===== src/rtl/toggle_gen_pkg.sv =====
// toggle_gen_pkg: shared types and helpers for the toggle_gen slice.
//   ch_state_e     - per-channel state (IDLE, RUN, PEND, DONE)
//   TG_RESET_LEVEL - default toggle_out level after reset / reconfiguration
//   tg_ch_w()      - channel-select width for a given channel count (min 1)
// Optional feature macro: TOGGLE_GEN_BURST_EN (burst counting, DONE state).
package toggle_gen_pkg;

  typedef enum logic [1:0] {
    ST_IDLE = 2'd0,
    ST_RUN  = 2'd1,
    ST_PEND = 2'd2,
    ST_DONE = 2'd3
  } ch_state_e;

  localparam logic TG_RESET_LEVEL = 1'b0;

  function automatic int unsigned tg_ch_w(input int unsigned n);
    int unsigned w;
    if (n <= 1) begin
      w = 1;
    end else begin
      w = $clog2(n);
    end
    return w;
  endfunction

endpackage


===== src/rtl/toggle_gen_ch.sv =====
// toggle_gen_ch: one square-wave channel of toggle_gen.
// Holds half-period P, up-counter C, staged period S and the channel state.
// With TOGGLE_GEN_BURST_EN defined it also holds the remaining-toggle count R,
// the staged burst value and the sticky done flag.
// Ports:
//   clk_i      clock, rising edge
//   rst_i      synchronous active-high reset
//   load_i     configuration accepted for this channel this cycle
//   period_i   requested half-period (0 = stop)
//   burst_i    requested toggle count (only with TOGGLE_GEN_BURST_EN)
//   en_i       count enable
//   out_o      registered square wave
//   pulse_o    one-cycle strobe on every toggle of out_o
//   done_o     sticky burst-complete flag (0 without TOGGLE_GEN_BURST_EN)
//   pend_o     a staged configuration is waiting for the toggle boundary
module toggle_gen_ch
  import toggle_gen_pkg::*;
#(
  parameter int unsigned CNT_W       = 16,
  parameter logic        RESET_LEVEL = TG_RESET_LEVEL
) (
  input  logic             clk_i,
  input  logic             rst_i,
  input  logic             load_i,
  input  logic [CNT_W-1:0] period_i,
`ifdef TOGGLE_GEN_BURST_EN
  input  logic [CNT_W-1:0] burst_i,
`endif
  input  logic             en_i,
  output logic             out_o,
  output logic             pulse_o,
  output logic             done_o,
  output logic             pend_o
);

  ch_state_e        state_q, state_d;
  logic [CNT_W-1:0] p_q, p_d;
  logic [CNT_W-1:0] c_q, c_d;
  logic [CNT_W-1:0] s_q, s_d;
  logic             out_q, out_d;
  logic             pulse_q, pulse_d;
`ifdef TOGGLE_GEN_BURST_EN
  logic [CNT_W-1:0] r_q, r_d;
  logic [CNT_W-1:0] sb_q, sb_d;
  logic             done_q, done_d;
`endif

  logic terminal;
  logic expire;

  assign terminal = (c_q == (p_q - 1'b1));

  always_ff @(posedge clk_i) begin
    if (rst_i) begin
      state_q <= ST_IDLE;
      p_q     <= '0;
      c_q     <= '0;
      s_q     <= '0;
      out_q   <= RESET_LEVEL;
      pulse_q <= 1'b0;
`ifdef TOGGLE_GEN_BURST_EN
      r_q     <= '0;
      sb_q    <= '0;
      done_q  <= 1'b0;
`endif
    end else begin
      state_q <= state_d;
      p_q     <= p_d;
      c_q     <= c_d;
      s_q     <= s_d;
      out_q   <= out_d;
      pulse_q <= pulse_d;
`ifdef TOGGLE_GEN_BURST_EN
      r_q     <= r_d;
      sb_q    <= sb_d;
      done_q  <= done_d;
`endif
    end
  end

  always_comb begin
    state_d = state_q;
    p_d     = p_q;
    c_d     = c_q;
    s_d     = s_q;
    out_d   = out_q;
    pulse_d = 1'b0;
    expire  = 1'b0;
`ifdef TOGGLE_GEN_BURST_EN
    r_d     = r_q;
    sb_d    = sb_q;
    done_d  = done_q;
`endif

    unique case (state_q)
      ST_IDLE, ST_DONE: begin
        if (load_i) begin
          p_d     = period_i;
          c_d     = '0;
          out_d   = RESET_LEVEL;
          state_d = (period_i != '0) ? ST_RUN : ST_IDLE;
`ifdef TOGGLE_GEN_BURST_EN
          r_d     = burst_i;
          done_d  = 1'b0;
`endif
        end
      end

      ST_RUN: begin
        if (en_i) begin
          if (terminal) begin
            c_d     = '0;
            out_d   = ~out_q;
            pulse_d = 1'b1;
`ifdef TOGGLE_GEN_BURST_EN
            // R==0 means free run; only a nonzero count is consumed.
            if (r_q != '0) begin
              r_d    = r_q - 1'b1;
              expire = (r_q == {{(CNT_W-1){1'b0}}, 1'b1});
            end
`endif
          end else begin
            c_d = c_q + 1'b1;
          end
        end
        if (load_i) begin
          if (expire) begin
            // Burst ends on this toggle, which is already the boundary the
            // new configuration waits for: apply it now, keeping the
            // post-toggle level, instead of staging it.
            p_d     = period_i;
            c_d     = '0;
            state_d = (period_i != '0) ? ST_RUN : ST_IDLE;
`ifdef TOGGLE_GEN_BURST_EN
            r_d     = burst_i;
`endif
          end else begin
            s_d     = period_i;
            state_d = ST_PEND;
`ifdef TOGGLE_GEN_BURST_EN
            sb_d    = burst_i;
`endif
          end
        end else if (expire) begin
          state_d = ST_DONE;
`ifdef TOGGLE_GEN_BURST_EN
          done_d  = 1'b1;
`endif
        end
      end

      ST_PEND: begin
        if (!en_i) begin
          // Not counting, so no boundary to wait for: apply as from IDLE.
          p_d     = s_q;
          c_d     = '0;
          out_d   = RESET_LEVEL;
          state_d = (s_q != '0) ? ST_RUN : ST_IDLE;
`ifdef TOGGLE_GEN_BURST_EN
          r_d     = sb_q;
`endif
        end else if (terminal) begin
          // Normal toggle with the old period, then switch to the staged one.
          p_d     = s_q;
          c_d     = '0;
          out_d   = ~out_q;
          pulse_d = 1'b1;
          state_d = (s_q != '0) ? ST_RUN : ST_IDLE;
`ifdef TOGGLE_GEN_BURST_EN
          r_d     = sb_q;
`endif
        end else begin
          c_d = c_q + 1'b1;
        end
      end
    endcase
  end

  assign out_o   = out_q;
  assign pulse_o = pulse_q;
  assign pend_o  = (state_q == ST_PEND);
`ifdef TOGGLE_GEN_BURST_EN
  assign done_o  = done_q;
`else
  assign done_o  = 1'b0;
`endif

endmodule


===== src/rtl/toggle_gen.sv =====
// toggle_gen: multi-channel programmable square-wave generator.
// Each channel flips toggle_out every P enabled cycles; P is reprogrammed
// through a valid/ready port and takes effect at the next toggle boundary.
// Optional feature macro: TOGGLE_GEN_BURST_EN (per-channel burst count, done).
// Ports:
//   clock         clock, rising edge
//   reset         synchronous active-high reset
//   cfg_valid     configuration request
//   cfg_ready     request accepted when cfg_valid && cfg_ready
//   cfg_ch        target channel (out-of-range requests are accepted and dropped)
//   cfg_period    half-period in cycles, 0 stops the channel
//   cfg_burst     toggle count for burst mode (unused without TOGGLE_GEN_BURST_EN)
//   ch_en         per-channel count enable
//   toggle_out    registered square waves
//   toggle_pulse  one-cycle strobe per toggle_out change
//   done          sticky burst-complete flags (0 without TOGGLE_GEN_BURST_EN)
module toggle_gen
  import toggle_gen_pkg::*;
#(
  parameter int unsigned NUM_CH      = 4,
  parameter int unsigned CNT_W       = 16,
  parameter int unsigned CH_W        = tg_ch_w(NUM_CH),
  parameter logic        RESET_LEVEL = TG_RESET_LEVEL
) (
  input  logic              clock,
  input  logic              reset,
  input  logic              cfg_valid,
  output logic              cfg_ready,
  input  logic [CH_W-1:0]   cfg_ch,
  input  logic [CNT_W-1:0]  cfg_period,
  input  logic [CNT_W-1:0]  cfg_burst,
  input  logic [NUM_CH-1:0] ch_en,
  output logic [NUM_CH-1:0] toggle_out,
  output logic [NUM_CH-1:0] toggle_pulse,
  output logic [NUM_CH-1:0] done
);

  logic [NUM_CH-1:0] load;
  logic [NUM_CH-1:0] pend;

  // Ready defaults high so out-of-range channel selects are accepted and dropped.
  always_comb begin
    cfg_ready = 1'b1;
    load      = '0;
    for (int unsigned i = 0; i < NUM_CH; i++) begin
      if (cfg_ch == CH_W'(i)) begin
        cfg_ready = !pend[i];
        load[i]   = cfg_valid && !pend[i];
      end
    end
  end

`ifndef TOGGLE_GEN_BURST_EN
  logic [CNT_W-1:0] cfg_burst_unused;
  assign cfg_burst_unused = cfg_burst;
`endif

  for (genvar g = 0; g < NUM_CH; g++) begin : g_ch
    toggle_gen_ch #(
      .CNT_W       (CNT_W),
      .RESET_LEVEL (RESET_LEVEL)
    ) u_ch (
      .clk_i    (clock),
      .rst_i    (reset),
      .load_i   (load[g]),
      .period_i (cfg_period),
`ifdef TOGGLE_GEN_BURST_EN
      .burst_i  (cfg_burst),
`endif
      .en_i     (ch_en[g]),
      .out_o    (toggle_out[g]),
      .pulse_o  (toggle_pulse[g]),
      .done_o   (done[g]),
      .pend_o   (pend[g])
    );
  end

endmodule


===== config.mk =====
export PLATFORM = sky130hd
export DESIGN_NAME = toggle_gen
export DESIGN_NICKNAME = d
export VERILOG_FILES = /design/src/rtl/toggle_gen_pkg.sv /design/src/rtl/toggle_gen_ch.sv /design/src/rtl/toggle_gen.sv
export SDC_FILE = /design/constraint.sdc
export NUM_CORES = 1
export LEC_CHECK = 0
export CAP_MARGIN = 10
export CORE_MARGIN = 10
export CORE_UTILIZATION = 50
export DETAILED_ROUTE_END_ITERATION = 10
export PLACE_DENSITY = 0.68
export SKIP_CTS_REPAIR_TIMING = 1
export SYNTH_ARGS = -nofsm -noshare
export SYNTH_HDL_FRONTEND = slang
export SYNTH_SLANG_ARGS = --single-unit

===== constraint.sdc =====
create_clock -name clock -period 3.2 [get_ports clock]
set_input_delay 0.48 -clock clock [delete_from_list [all_inputs] [get_ports clock]]
set_output_delay 0.48 -clock clock [all_outputs]
set_load 0.02 [all_outputs]

==> qor.yml <==
logic_synthesis:
  yosysSeqAreaShare_pct: 34.3
  synth_edf_count: 0
  synth_area_leaders: "dfxtp_1 34%, nand2_1 7.2%, nor2_1 5.2%"
  synth_area_per_cell_um2: 7.62
  ys_ff_latch: 208
  synth_cell_type_count: 89
  netlist_instances: 1593
  yosysTopAreaCell: "dfxtp_1"
  synth_warnings: 0
  synth_flop_cell: "dfxtp_1"
  postSynth.asyncResetShare_pct: 0
  synth_top_area_share_pct: 34.3
  synth_area_um2: 12100
critical_path:
  worst-r2r-setup-slack_ps: 140
  end_kind: "flip-flop"
  rr_startpoint: "g_ch[1].u_ch.p_q[3]"
  crit_fanout: 16
  r2r_end: "g_ch[1].u_ch.p_q[15]"
  critPathArrivalTime_ps: 3520
  path_class: "flip-flop to flip-flop"
  critPathLaunchType: "flip-flop"
  reg2regPathDepth: 9
  worstPathRequired_ps: 3660
power_and_ir_drop:
  p_leak_nw: 5.04
  power_mw: 8.03
  ir_drop_uv: 351
  p_per_area_nw_per_um2: 587
routing:
  first_pass_iters: 5
  vias: 11200
  drt_first_iter_violations: 765
  vias_per_cell: 5.80
  wl_per_cell_um: 16.0
  drc: 0
  postRouteAntennaNets: 0
  routed_wl_um: 31000
grt:
  antenna_found_initial: 0
  grt_pass1_wl_um: 51700
  grt_usage_pct: 19.4
  grt_overflow: 0
  grt_pass1_vias: 10400
  grt_max_degree: 122
flow_run:
  maxCapViolCount: 0
clock_network:
  clockBufferDepth: 3
  cts_buffers: 24
  clk_pin_slew_ps: 60
  cts_root_buf: "clkbuf_16"
  htreeDepth: 1
  clkSinkCount: 208
  cts_tree: "yes"
  clk_latency_ps: 520
timing:
  max_freq_mhz: 327
  finalSetupViolations: 0
  finalCritPeriodShare_pct: 95.5
  hold_viol: 0
  relSlewSlack_pct: 32.4
  fin_skew_ps: 11.0
  slew_viol_final: 0
  worstMarginPinSlew_ps: 1010
  fin_crit_ps: 3060
  worst_hold_slack_ps: 405
cells_and_area:
  fin_util_pct: 57.7
  mostFrequentLayoutCells: "232 x nand2_1, 208 x dfxtp_1, 168 x nor2_1"
  stdcell_area_um2: 13700
  area_growth_syn_to_layout_pct: 12.7
  nNetsFinal: 1655
  final_common_cell: "nand2_1"
  final_layout_size_suffix_gt1_share_pct: 8.24
  insertedDiodeCount: 0
  post_layout_nonfiller_instances: 1933
run_status:
  status: "complete, no violations"
placed_design:
  dp_hpwl_um: 21800
  gp_congestion: 0.883
  port_buffers: 33
  place_area_um2: 12900
  dp.cells: 1891
min_path:
  hold_path_class: "input port to flip-flop"
  holdPathStages: 3
  hp-start: "reset"
  hold_end: "g_ch[2].u_ch.pulse_o"
floorplanning:
  die-height_um: 176
  initial_core_util_pct: 51.2
  design.portCount: 54
  num_rows: 56
  die_x_um: 176
  die_area_um2: 30900
  core_area_um2: 23700
## critical path: stages (launching register included)
cell	delay (ps)
dfxtp_1	390
nor4_4	490
nand3_1	230
or3b_1	420
a31oi_1	250
o2111ai_1	220
o311a_4	450
nor3_4	230
buf_12	170
a22o_1	140
## power by group
part           switching (mW)  internal [mW]  leakage, nW  total, mW
sequential              0.223           2.78         1.69       3.00
clock                    1.08           1.64        0.388       2.72
combinational            1.29           1.02         2.97       2.31
total                    2.59           5.44         5.04       8.03
## registers in the layout, summed over array words and instances, names as in the netlist
signal	cells
g_ch.u_ch.c_q	64
g_ch.u_ch.p_q	64
g_ch.u_ch.s_q	64
g_ch.u_ch.state_q	8
g_ch.u_ch.out_o	4
g_ch.u_ch.pulse_o	4
## through the flow
stage / setup TNS [ps] / setup WS (ps)
2_1_floorplan: 0 / 364
3_3_place_gp: 0 / 3.95
3_5_place_dp: -3.03 / -3.03
4_1_cts: -87.0 / -18.0
5_1_grt: -13.6 / -13.6
6_report: 0 / 143
## cell usage after synthesis, drive strengths merged, types with 29 or more instances
| library cell | instances |
|---|---|
| a221oi | 32 |
| nor4 | 39 |
| nand3 | 40 |
| o21ai | 48 |
| dfxtp | 208 |
| a211oi | 41 |
| a21oi | 103 |
| nor3 | 34 |
| inv | 67 |
| nand2 | 232 |
| buf | 34 |
| xnor2 | 42 |
| nor2 | 168 |
| a22o | 29 |
| xor2 | 30 |
| clkbuf | 85 |
## how the worst max path moves through the flow
stage / slack (ps) / from / endpoint / depth (start not counted)
2_1_floorplan: 360 / g_ch[3].u_ch.p_q[0] / g_ch[3].u_ch.p_q[2] / 11
3_3_place_gp: 4 / g_ch[2].u_ch.p_q[6] / g_ch[2].u_ch.p_q[7] / 8
3_5_place_dp: -3 / g_ch[2].u_ch.p_q[6] / g_ch[2].u_ch.p_q[12] / 8
4_1_cts: -20 / g_ch[2].u_ch.p_q[6] / g_ch[2].u_ch.p_q[3] / 8
5_1_grt: -10 / g_ch[3].u_ch.p_q[1] / g_ch[3].u_ch.p_q[10] / 11
6_report: 140 / g_ch[1].u_ch.p_q[3] / g_ch[1].u_ch.p_q[15] / 9
## metal layers
layer | part of all wire [%] | wire length, µm | vias up | track usage (%)
met5 | 0 | 0 | - | 0
met4 | 1.4 | 440 | 0 | 4.17
met3 | 4.9 | 1520 | 37 | 2.57
met2 | 47 | 14500 | 209 | 31.8
met1 | 47 | 14500 | 5310 | 26.4
li1 | - | - | 5665 | -
## layout make-up
| class | count | area, µm² |
|---|---|---|
| repair buffers | 95 | 863 |
| multi-input cells | 1201 | 7210 |
| well taps | 319 | 399 |
| clock inverters | 5 | 50.0 |
| inverters | 68 | 255 |
| flip-flops and latches | 208 | 4160 |
| clock buffers | 37 | 731 |
| fillers | 2240 | 10000 |
## cells by family (layout without fill, tap and decap cells)
family          after synthesis  in the layout  share of synthesized area (%)
other cells                   1              4                         0.0309
xor+xnor                     72             72                           5.20
compound gates              396            396                           22.6
buf+inv                     187            205                           6.58
mux                          22             22                           1.85
flops                       208            208                           34.3
simple gates                691            691                           27.7
fa+ha+maj                    16             16                           1.65
No activity file was read; power rests on OpenSTA's default activity.
